===== src/rtl/multicycle_control_fsm_if.sv =====
// Handshake and datapath-control bundle between the multi-cycle controller
// (master) and the instruction memory / register file / ALU datapath (slave).
interface multicycle_control_fsm_if #(
    parameter int OPC_W = 6,
    parameter int CNT_W = 16
);
    logic [OPC_W-1:0] opcode;
    logic             mem_ready;
    logic             zero;
    logic             reg_dst;
    logic             alu_src;
    logic             mem_to_reg;
    logic             reg_write;
    logic             mem_read;
    logic             mem_write;
    logic             branch;
    logic [1:0]       alu_op;
    logic             pc_write;
    logic             ir_write;
    logic             illegal;
    logic [CNT_W-1:0] retired;

    modport master (
        input  opcode, mem_ready, zero,
        output reg_dst, alu_src, mem_to_reg, reg_write, mem_read, mem_write,
               branch, alu_op, pc_write, ir_write, illegal, retired
    );

    modport slave (
        output opcode, mem_ready, zero,
        input  reg_dst, alu_src, mem_to_reg, reg_write, mem_read, mem_write,
               branch, alu_op, pc_write, ir_write, illegal, retired
    );
endinterface


===== src/rtl/multicycle_control_fsm.sv =====
// Multi-cycle instruction controller: FETCH/DECODE/EXECUTE/MEM/WB sequencing,
// mem_ready handshake, illegal-opcode pulse and retired-instruction counter.
//
// state    | meaning
// ---------+--------------------------------------------------------------
// S_FETCH  | read instruction memory; load IR and bump PC on mem_ready
// S_DECODE | classify latched opcode; unknown opcode pulses illegal
// S_EXEC   | ALU operation; BEQ resolves branch and retires here
// S_MEM    | data memory access held until mem_ready
// S_WB     | register-file write, retires
module multicycle_control_fsm #(
    parameter int               OPC_W    = 6,
    parameter logic [OPC_W-1:0] OP_RTYPE = 6'b000000,
    parameter logic [OPC_W-1:0] OP_LW    = 6'b100011,
    parameter logic [OPC_W-1:0] OP_SW    = 6'b101011,
    parameter logic [OPC_W-1:0] OP_BEQ   = 6'b000100,
    parameter logic [OPC_W-1:0] OP_ADDI  = 6'b001000,
    parameter int               CNT_W    = 16
) (
    input logic                      clk,
    input logic                      reset,
    multicycle_control_fsm_if.master ctl
);
    localparam logic [2:0] S_FETCH  = 3'd0;
    localparam logic [2:0] S_DECODE = 3'd1;
    localparam logic [2:0] S_EXEC   = 3'd2;
    localparam logic [2:0] S_MEM    = 3'd3;
    localparam logic [2:0] S_WB     = 3'd4;

    logic [2:0]       state_q, state_d;
    logic [OPC_W-1:0] opc_q, opc_d;
    logic [CNT_W-1:0] retired_q, retired_d;
    logic             retire;
    logic             is_r, is_lw, is_sw, is_beq, is_addi, known;

    assign is_r    = (opc_q == OP_RTYPE);
    assign is_lw   = (opc_q == OP_LW);
    assign is_sw   = (opc_q == OP_SW);
    assign is_beq  = (opc_q == OP_BEQ);
    assign is_addi = (opc_q == OP_ADDI);
    assign known   = is_r | is_lw | is_sw | is_beq | is_addi;

    always_comb begin
        state_d = state_q;
        opc_d   = opc_q;
        retire  = 1'b0;
        case (state_q)
            S_FETCH: begin
                if (ctl.mem_ready) begin
                    opc_d   = ctl.opcode;
                    state_d = S_DECODE;
                end
            end
            S_DECODE: state_d = known ? S_EXEC : S_FETCH;
            S_EXEC: begin
                if (is_r || is_addi) begin
                    state_d = S_WB;
                end else if (is_lw || is_sw) begin
                    state_d = S_MEM;
                end else begin
                    state_d = S_FETCH;
                    retire  = 1'b1;
                end
            end
            S_MEM: begin
                if (ctl.mem_ready) begin
                    if (is_lw) begin
                        state_d = S_WB;
                    end else begin
                        state_d = S_FETCH;
                        retire  = 1'b1;
                    end
                end
            end
            S_WB: begin
                state_d = S_FETCH;
                retire  = 1'b1;
            end
            default: state_d = S_FETCH;
        endcase
    end

    assign retired_d = retire ? retired_q + {{(CNT_W-1){1'b0}}, 1'b1} : retired_q;

    always_ff @(posedge clk or posedge reset) begin
        if (reset) begin
            state_q   <= S_FETCH;
            opc_q     <= '0;
            retired_q <= '0;
        end else begin
            state_q   <= state_d;
            opc_q     <= opc_d;
            retired_q <= retired_d;
        end
    end

    // ALU setup is held from EXECUTE through MEM/WB: there is no ALU-out
    // register, so the address / result must stay stable while it is consumed.
    always_comb begin
        ctl.reg_dst    = 1'b0;
        ctl.alu_src    = 1'b0;
        ctl.mem_to_reg = 1'b0;
        ctl.reg_write  = 1'b0;
        ctl.mem_read   = 1'b0;
        ctl.mem_write  = 1'b0;
        ctl.branch     = 1'b0;
        ctl.alu_op     = 2'b00;
        ctl.pc_write   = 1'b0;
        ctl.ir_write   = 1'b0;
        ctl.illegal    = 1'b0;
        if (state_q == S_EXEC || state_q == S_MEM || state_q == S_WB) begin
            ctl.alu_op  = is_r ? 2'b10 : (is_beq ? 2'b01 : 2'b00);
            ctl.alu_src = is_lw | is_sw | is_addi;
        end
        case (state_q)
            S_FETCH: begin
                ctl.mem_read = 1'b1;
                ctl.ir_write = ctl.mem_ready & ~reset;
                ctl.pc_write = ctl.mem_ready & ~reset;
            end
            S_DECODE: ctl.illegal = ~known;
            S_EXEC: begin
                ctl.branch   = is_beq & ctl.zero;
                ctl.pc_write = is_beq & ctl.zero;
            end
            S_MEM: begin
                ctl.mem_read  = is_lw;
                ctl.mem_write = is_sw;
            end
            S_WB: begin
                ctl.reg_write  = 1'b1;
                ctl.reg_dst    = is_r;
                ctl.mem_to_reg = is_lw;
            end
            default: ;
        endcase
    end

    assign ctl.retired = retired_q;
endmodule

===== src/flat_wrapper.sv =====
// flat-port wrapper written by rule: the top's interface ports become plain ports
module multicycle_control_fsm_flat 
#(
    parameter int               OPC_W    = 6,
    parameter logic [OPC_W-1:0] OP_RTYPE = 6'b000000,
    parameter logic [OPC_W-1:0] OP_LW    = 6'b100011,
    parameter logic [OPC_W-1:0] OP_SW    = 6'b101011,
    parameter logic [OPC_W-1:0] OP_BEQ   = 6'b000100,
    parameter logic [OPC_W-1:0] OP_ADDI  = 6'b001000,
    parameter int               CNT_W    = 16
)
  (clk, reset, ctl_opcode, ctl_mem_ready, ctl_zero, ctl_reg_dst, ctl_alu_src, ctl_mem_to_reg, ctl_reg_write, ctl_mem_read, ctl_mem_write, ctl_branch, ctl_alu_op, ctl_pc_write, ctl_ir_write, ctl_illegal, ctl_retired);
  multicycle_control_fsm_if #(.OPC_W(OPC_W), .CNT_W(CNT_W)) ctl_i ();
  input logic clk;
  input logic reset;
  input wire logic [$bits(ctl_i.opcode)-1:0] ctl_opcode;
  input wire logic [$bits(ctl_i.mem_ready)-1:0] ctl_mem_ready;
  input wire logic [$bits(ctl_i.zero)-1:0] ctl_zero;
  output wire logic [$bits(ctl_i.reg_dst)-1:0] ctl_reg_dst;
  output wire logic [$bits(ctl_i.alu_src)-1:0] ctl_alu_src;
  output wire logic [$bits(ctl_i.mem_to_reg)-1:0] ctl_mem_to_reg;
  output wire logic [$bits(ctl_i.reg_write)-1:0] ctl_reg_write;
  output wire logic [$bits(ctl_i.mem_read)-1:0] ctl_mem_read;
  output wire logic [$bits(ctl_i.mem_write)-1:0] ctl_mem_write;
  output wire logic [$bits(ctl_i.branch)-1:0] ctl_branch;
  output wire logic [$bits(ctl_i.alu_op)-1:0] ctl_alu_op;
  output wire logic [$bits(ctl_i.pc_write)-1:0] ctl_pc_write;
  output wire logic [$bits(ctl_i.ir_write)-1:0] ctl_ir_write;
  output wire logic [$bits(ctl_i.illegal)-1:0] ctl_illegal;
  output wire logic [$bits(ctl_i.retired)-1:0] ctl_retired;
  assign ctl_i.opcode = ctl_opcode;
  assign ctl_i.mem_ready = ctl_mem_ready;
  assign ctl_i.zero = ctl_zero;
  assign ctl_reg_dst = ctl_i.reg_dst;
  assign ctl_alu_src = ctl_i.alu_src;
  assign ctl_mem_to_reg = ctl_i.mem_to_reg;
  assign ctl_reg_write = ctl_i.reg_write;
  assign ctl_mem_read = ctl_i.mem_read;
  assign ctl_mem_write = ctl_i.mem_write;
  assign ctl_branch = ctl_i.branch;
  assign ctl_alu_op = ctl_i.alu_op;
  assign ctl_pc_write = ctl_i.pc_write;
  assign ctl_ir_write = ctl_i.ir_write;
  assign ctl_illegal = ctl_i.illegal;
  assign ctl_retired = ctl_i.retired;
  multicycle_control_fsm #(.OPC_W(OPC_W), .OP_RTYPE(OP_RTYPE), .OP_LW(OP_LW), .OP_SW(OP_SW), .OP_BEQ(OP_BEQ), .OP_ADDI(OP_ADDI), .CNT_W(CNT_W)) u_core (.clk(clk), .reset(reset), .ctl(ctl_i));
endmodule

===== config.mk =====
export PLATFORM = sky130hd
export DESIGN_NAME = multicycle_control_fsm_flat
export DESIGN_NICKNAME = d
export VERILOG_FILES = /design/src/rtl/multicycle_control_fsm_if.sv /design/src/rtl/multicycle_control_fsm.sv /design/src/flat_wrapper.sv
export SDC_FILE = /design/constraint.sdc
export NUM_CORES = 1
export LEC_CHECK = 0
export ABC_CLOCK_PERIOD_IN_PS = 2000
export BUFFER_PORTS_ARGS = -buffer_cell sky130_fd_sc_hd__buf_4
export CAP_MARGIN = 20
export CORE_MARGIN = 2
export CORE_UTILIZATION = 51
export CTS_CLUSTER_SIZE = 10
export DETAILED_ROUTE_END_ITERATION = 7
export MAX_ROUTING_LAYER = met4
export PLACE_DENSITY = 0.78
export SETUP_SLACK_MARGIN = 0.3
export SYNTH_ARGS = -nofsm -noshare
export SYNTH_HDL_FRONTEND = slang
export SYNTH_SLANG_ARGS = --single-unit

===== constraint.sdc =====
create_clock -name clk -period 2 [get_ports clk]
set_input_delay 0.4 -clock clk [delete_from_list [all_inputs] [get_ports clk]]
set_output_delay 0.4 -clock clk [all_outputs]
set_load 0.01 [all_outputs]

; Word level (Yosys, flattened, before mapping)
; Cells that the tools add are included.
[classes]
add_sub_neg = 1
n_mux = 25
n_eq_ne = 10
bitwise_logic = 10
n_reduce_logical = 8
[ops]
columns = operator, count
row1 = $add 16x1->16 const B, 1
row2 = $mux 1, 13
row3 = $eq 6x6->1 const B, 2
row4 = $mux 3, 4
row5 = $pmux 3 s4, 1
row6 = $mux 2, 4
row7 = $eq 3x2->1 const B, 2
row8 = $eq 6x3->1 const B, 1
row9 = $eq 6x4->1 const B, 1
row10 = $logic_not 6->1, 1
row11 = $or 1x1->1, 6
row12 = $logic_or 1x1->1, 4
row13 = $ne 2x2->1 const B, 2
row14 = $pmux 1 s2, 2
row15 = $reduce_and 2->1, 2
row16 = $eq 3x1->1 const B, 1
row17 = $eq 3x3->1 const B, 1
row18 = $logic_not 3->1, 1
row19 = $pmux 1 s3, 1
row20 = $and 1x1->1, 2
row21 = $not 1->1, 2
[word_totals]
input_bits = 10
ff_bits = 25
output_inout_bits = 28
wordCells = 57

; Depth between registers and ports, before layout
; Gate-level depths: netlist of run 1.
[depth]
depth_word = 7
mapped_depth = 7

; Worst setup path after synthesis of run 1
; No wires, ideal clock.
[synth_timing]
kind = register to output
start = register u_core.state_q[1]
end = output port ctl_pc_write
path_slack_ps = 168
path_stages_with_launch = 7
arrival_time_ps = 1432
n_path_buf = 1
path_cell_list = dfrtp_1 -> clkbuf_2 -> nor2_1 -> inv_1 -> nor3b_2 -> and2_1 -> or2_2
[synth_via]
elab_chain_cells = 2
elab_cells_between_ends = 3
classes_between = eq/ne (1) / mux (1) / reduce/logical (1)
[synth_lines]
columns = item, line_no
row1 = from (decl), multicycle_control_fsm.sv:30  ; logic [2:0] state_q, state_d;
row2 = from (signal assigned), multicycle_control_fsm.sv:91  ; state_q <= state_d;
row3 = $eq 3x2->1 / $logic_not 3->1 (equally long branches), multicycle_control_fsm.sv:115  ; case (state_q)
row4 = $pmux 1 s2 (*), multicycle_control_fsm.sv:115
row5 = to (decl), flat_wrapper.sv:27  ; output wire logic [$bits(ctl_i.pc_write)-1:0] ctl_pc_write;
; Every way passes the cells marked *; elsewhere a longest branch is shown, timed or not.

; Worst setup path in the final report of run 1
[layout_timing]
start = register u_core.opc_q[1]
end = output port ctl_illegal
[layout_via]
elab_chain_cells = 7
elab_cells_between_ends = 11
classes_between = eq/ne (4) / mux (1) / bitwise (5) / reduce/logical (1)
[layout_lines]
columns = item, line_no
row1 = from (decl), multicycle_control_fsm.sv:31  ; logic [OPC_W-1:0] opc_q, opc_d;
row2 = from (signal assigned), multicycle_control_fsm.sv:92  ; opc_q <= opc_d;
row3 = $eq 6x6->1 / $logic_not 6->1 (equally long branches), "multicycle_control_fsm.sv:37, multicycle_control_fsm.sv:36"
row4 = $or 1x1->1 (3 in a row), multicycle_control_fsm.sv:41  ; assign known = is_r | is_lw | is_sw | is_beq | is_addi;
row5 = $or 1x1->1 (*), multicycle_control_fsm.sv:41
row6 = $not 1->1 (*), multicycle_control_fsm.sv:121  ; S_DECODE: ctl.illegal = ~known;
row7 = $mux 1 (*), multicycle_control_fsm.sv:115
row8 = to (decl), flat_wrapper.sv:29  ; output wire logic [$bits(ctl_i.illegal)-1:0] ctl_illegal;
; Marked as above.

==> results of run 1 <==
-- power by group --
| part | internal, W | switching, W | total (W) |
|---|---|---|---|
| clock network | 0.0000747 | 0.000150 | 0.000224 |
| logic | 0.000648 | 0.000690 | 0.00134 |
| registers | 0.000661 | 0.000239 | 0.000899 |
| total | 0.00138 | 0.00108 | 0.00246 |
-- worst reg2reg max path: stages (launching register included) --
cell and delay (ns):
dfrtp_1 0.44, and3_4 0.20, o21a_1 0.19, buf_4 0.14, buf_6 0.11, o311a_4 0.41
nor4_4 0.26, xor2_1 0.19
-- sequential cells by signal, indices dropped and copies added (netlist names) --
| signal | flops |
|---|---|
| u_core.state_q | 3 |
| u_core.ctl.retired | 16 |
| u_core.opc_q | 6 |
-- Yosys cell counts --
master     instances  area, sq um
a2111oi_0          1         8.76
a21oi_1            1         5.00
a31oi_1            3         18.8
and2_1             3         18.8
and3_1             5         31.3
and3_4             1         11.3
and4_1             1         8.76
and4b_1            1         10.0
buf_4              1         7.51
buf_6              1         11.3
clkbuf_1           2         7.51
clkbuf_2           1         5.00
dfrtp_1           25          626
ha_1               1         12.5
inv_1              3         11.3
mux2_2             7         78.8
nand2_1           11         41.3
nand2b_1           2         12.5
nand3_1            6         30.0
nand3b_1           1         7.51
nand4_1            2         12.5
nor2_1            17         63.8
nor2b_1            1         6.26
nor3_1             6         30.0
nor3b_1            2         15.0
nor3b_2            1         12.5
nor4_1             4         25.0
nor4_2             1         12.5
nor4b_2            1         15.0
o21a_1             1         7.51
o311a_4            1         21.3
o41ai_1            1         8.76
or2_2              1         6.26
or3_1              1         6.26
xnor2_1            2         17.5
xor2_1            13          114
-- logic make-up (layout without fill, tap and decap cells) --
logic type,after synthesis,after routing,synth area share (%)
AO/OA/AOI/OAI,8,9,5.24
buffers and inverters,8,61,3.18
flip-flops,25,25,46.8
multiplexers,7,7,5.89
AND/OR/NAND/NOR,68,68,28.2
adder cells (fa/ha/maj),1,1,0.935
XOR/XNOR,15,15,9.82
-- final cells by class --
cell class	instances	area share (%)
multi-input cells	100	44.2
clock inverters	1	0.243
flip-flops and latches	25	30.6
well taps	30	1.82
inverters	3	0.728
clock buffers	3	1.09
repair buffers	54	21.3
-- layer usage --
layer | share of wire (%) | track usage, % | vias up
li1 | - | - | 576
met1 | 40 | 26.5 | 611
met2 | 52 | 38.6 | 43
met3 | 4.7 | 4.68 | 16
met4 | 3.9 | 9.76 | 0
met5 | 0 | - | -
-- layout by cell type (no fill, tap or decap), drive strengths merged, types with 3 or more instances in the layout --
cell	Yosys	routed
nor2	17	17
mux2	7	7
nor3b	3	3
dfrtp	25	25
nand3	6	6
and2	3	3
nand2	11	11
buf	2	54
and3	6	6
xor2	13	13
clkbuf	3	3
nor3	6	6
a31oi	3	3
nor4	5	5
-- stage by stage --
step                      setup slack, ns  hold WS (ns)  utilization, %  total power, W  area [sq um]
after floorplan                     0.248         0.288               -         0.00143          1380
after global placement              0.192         0.458            68.4         0.00169          1700
after detailed placement            0.168         0.457            68.4         0.00174          1700
after CTS                          -0.162         0.172            77.2         0.00223          1910
after global routing               -0.333         0.162            83.2         0.00260          2060
final                              -0.183         0.166            83.2         0.00246          2060
-- how the worst max path moves through the flow --
stage               startpoint      endpoint  slack [ns]  cells past startpoint
3_5_place_dp   u_core.opc_q[1]   ctl_illegal        0.17                      5
5_1_grt        u_core.opc_q[0]  ctl_mem_read       -0.33                      6
6_report       u_core.opc_q[1]   ctl_illegal       -0.18                      5
3_3_place_gp   u_core.opc_q[1]   ctl_illegal        0.19                      5
4_1_cts        u_core.opc_q[1]   ctl_illegal       -0.16                      5
2_1_floorplan            reset  ctl_pc_write        0.25                      3
-- timing repair --
| action | CTS | global route |
|---|---|---|
| buffers inserted | 6 | 6 |
| pin swaps | 11 | 21 |
| resized for setup | 25 | 25 |
| endpoints found under the setup margin | 20 | 28 |
| cloned | 1 | 0 |
==> run summary, run 1 <==
Register Area - 632 sq um
area of the multi-input gates - 911 sq um
hpwl dp - 2140 um
1st-iter DRT viols - 28
cell breakdown of the critical path - and3_4 -> o21a_1 -> or3_4 -> nor3b_4 -> buf_6
filler instances - 135
CTS Buffer Depth - 2
Tmin final - 2.18 ns
TritonCTS buffer count - 3
register clock-pin slew on the reported worst setup and hold paths - 0.14 ns
Area Growth Syn to Fin - 54.2%
worst hold-check path type - in -> async
sequential area share after synthesis - 46.8%
initial core utilization - 54.0%
routed via count - 1246
Placer Congestion - 0.804
clock latency on the worst-skew pair - 0.32 ns
reg2reg end - u_core.ctl.retired[8]
critical path class - reg -> out
Max Cap Viol - 0
CTS tree - built
# diodes - 0
vias per cell - 5.77
syn avg cell area - 10.1 sq um
synthesized area - 0.00134 sq mm
synth unique cells - 36
Seq cells post-synth - 25
vias in the first global route - 1172
Final WS setup - -0.183 ns
port bufs - 37
first-pass GRT wire length - 5390 um
Worst Path Required - 1.60 ns
Final Skew - 0.00934 ns
Reg2Reg Launch Point - u_core.opc_q[1]
# rows - 18
Fin. Hold Viols - 0
Max Freq - 458 MHz
die span in x - 55.2 um
clock sinks - 25
hold_buf cts - 0
core area - 0.00248 sq mm
GRT Overall Usage - 22.9%
VDD IR max - 0.981 mV
CP top delay family - simple AND/OR/NAND/NOR gates
part of the cycle the worst path needs - 109%
CP max FO - 4
CP bufs+invs - 1
post-synthesis cell count - 132
DRT Pass-1 Iters - 4
initial antenna violation count - 0
Final #Nets - 198
Slew @ Worst Pin - 0.471 ns
Root Buffer Master - clkbuf_4
DRC errors left - 0
GRT overflow - 0
placed cell count - 199
Final setup violation count - 6
chip height - 55.2 um
largest net degree at the start of global routing - 26
Max Transition Viols Final - 0
Net Count, Synth - 143
PD cells - 1190 mW/mm^2
critical path launch point type - flip-flop
die area - 0.00305 sq mm
outcome - finished with violations
reg-to-reg setup timing slack - 0.01 ns
worst r2r path cells - 7
synth warn - 0
slowest CP cell - dfrtp_1
Pleak - 0.858 nW
Max-slew headroom - 68.5%
Routed Antenna Nets - 0
RSZ-0062 raised after global routing - yes
CP peak stage delay - 0.44 ns
# IOs - 38
number of H-tree levels - 1
post-DR wirelength/cell - 17.4 um
Worst EP arrival - 1.78 ns
share of cells above drive strength 1 - 54.3%
setup_tns - -0.489 ns
Layout Cells excl Fill - 216
nature of the critical path endpoint - output port
Routed WL - 3750 um
failing checks - negative setup slack
No activity file was read; power rests on OpenSTA's default activity.
==> run 2, diff against run 1 <==
Settings changed: RECOVER_POWER from default to 50.
==> run summary, run 2 (synthesized netlist as in run 1, its figures left out) <==
Max Freq - 457 MHz (-0.26%)
routed via count - 1243 (-0.24%)
failing checks - negative setup slack
number of H-tree levels - 1 (unchanged)
Placer Congestion - 0.804 (unchanged)
routing usage on met3 - 4.68% (unchanged)
commonest non-fill, non-tap cells in the layout - buf_4, dfrtp_1, xor2_1
post-route cell area - 0.00205 sq mm (-0.49%)
fin util - 82.8% (-0.40 points)
VDD IR max - 0.986 mV (+0.51%)
DRC errors left - 0 (unchanged)
setup_tns - -0.501 ns (-0.0128 ns)
Area Growth Syn to Fin - 53.4%
# IOs - 38 (unchanged)
GR Util met2 - 38.6% (unchanged)
vias per cell - 5.75 (-0.24%)
hpwl dp - 2140 um (unchanged)
Min Hold Slack - 0.310 ns (+0.144 ns)
GRT Overall Usage - 22.9% (unchanged)
DRT Pass-1 Iters - 4 (unchanged)
Final Skew - 0.00622 ns (-0.00312 ns)
CTS tree - built
Root Buffer Master - clkbuf_4
first-pass GRT wire length - 5390 um (unchanged)
worst hold-check path type - in -> reg
register clock-pin slew on the reported worst setup and hold paths - 0.14 ns (about the same)
Routed Antenna Nets - 0 (unchanged)
initial core utilization - 54.0% (unchanged)
1st-iter DRT viols - 34 (+21%)
Final setup violation count - 6 (unchanged)
largest net degree at the start of global routing - 26 (unchanged)
Final #Nets - 198 (unchanged)
dpl cell area - 0.00170 sq mm (unchanged)
Worst Path Required - 1.60 ns (about the same)
TritonCTS buffer count - 3 (unchanged)
# diodes - 0 (unchanged)
nature of the critical path endpoint - output port
# rows - 18 (unchanged)
core area - 0.00248 sq mm (unchanged)
commonest non-fill, non-tap cell in the layout - buf_4
Fin. Hold Viols - 0 (unchanged)
Max Transition Viols Final - 0 (unchanged)
share of cells above drive strength 1 - 53.2% (-1.1 points)
chip height - 55.2 um (unchanged)
GRT met1 Usage - 26.5% (unchanged)
clock sinks - 25 (unchanged)
Final WS setup - -0.189 ns (-0.00566 ns)
die span in x - 55.2 um (unchanged)
Max-slew headroom - 10.3% (-58 points)
critical path launch point type - flip-flop
Place WS - 0.168 ns (unchanged)
vias in the first global route - 1172 (unchanged)
outcome - finished with violations
Slew @ Worst Pin - 1.35 ns (+0.874 ns)
Worst EP arrival - 1.79 ns (about the same)
GRT overflow - 0 (unchanged)
CTS Buffer Depth - 2 (unchanged)
Routed WL - 3770 um (+0.45%)
Tmin final - 2.19 ns (+0.00566 ns)
port bufs - 37 (unchanged)
max reg flops - 16 (unchanged)
CP peak stage delay - 0.44 ns (about the same)
PD cells - 1200 mW/mm^2 (+0.53%)
post-DR wirelength/cell - 17.4 um (+0.45%)
slowest CP cell - dfrtp_1
Pleak - 0.851 nW (-0.80%)
layer with the highest usage - met2
CP max FO - 4 (unchanged)
part of the cycle the worst path needs - 109% (+0.28 points)
initial antenna violation count - 0 (unchanged)
die area - 0.00305 sq mm (unchanged)
clock latency on the worst-skew pair - 0.32 ns (about the same)
cell breakdown of the critical path - and3_4 -> o21a_1 -> or3_4 -> nor3b_4 -> buf_6
critical path class - reg -> out
RSZ-0062 raised after global routing - yes
Max Cap Viol - 0 (unchanged)
## run 2: final cells by class
type	instances	area, sq um
fillers	140	425
well taps	30	37.5
flip-flops and latches	25	632
inverters	3	12.5
clock inverters	1	5.00
clock buffers	3	22.5
multi-input cells	100	911
repair buffers	54	432
## run 2: through the flow
step,cells,total power (W)
after floorplan,132,0.00143
after global placement,199,0.00169
after detailed placement,199,0.00174
after CTS,210,0.00223
after global routing,216,0.00260
final,216,0.00246
## run 2: power by group
part / internal (W) / switching, W / total, W
combinational: 0.000646 / 0.000689 / 0.00134
sequential: 0.000661 / 0.000240 / 0.000901
clock: 0.0000748 / 0.000152 / 0.000227
total: 0.00138 / 0.00108 / 0.00246
## run 2: worst paths after layout
path	start	endpoint	slack, ns	depth (start not counted)
worst max-delay path	u_core.opc_q[1]	ctl_illegal	-0.19	5
worst min-delay path	ctl_mem_ready	u_core.state_q[0]	0.31	2
worst max register to register	u_core.opc_q[1]	u_core.ctl.retired[8]	0	7
worst min register to register	u_core.ctl.retired[15]	u_core.ctl.retired[15]	0.50	1
max in group asynchronous	reset	u_core.opc_q[2]	0.54	3
min in group asynchronous	reset	u_core.ctl.retired[7]	0.59	3
## run 2: routing by layer
metal	routed length, um	vias up
met5	0	-
met4	145	0
met3	200	16
met2	1930	53
met1	1490	600
li1	-	574
## run 2: critical path: cells and delay by family, from the launching register on
family	cells	cell delay [ns]
compound gates	1	0.19
buf+inv	1	0.12
flops	1	0.44
simple gates	3	0.73
## run 2: what timing repair did
action,4_1_cts,5_1_grt
hold buffers,0,0
pin swaps,11,21
setup endpoints to repair,20,28
gates cloned,1,0
setup buffers,6,6
resized for setup,25,25
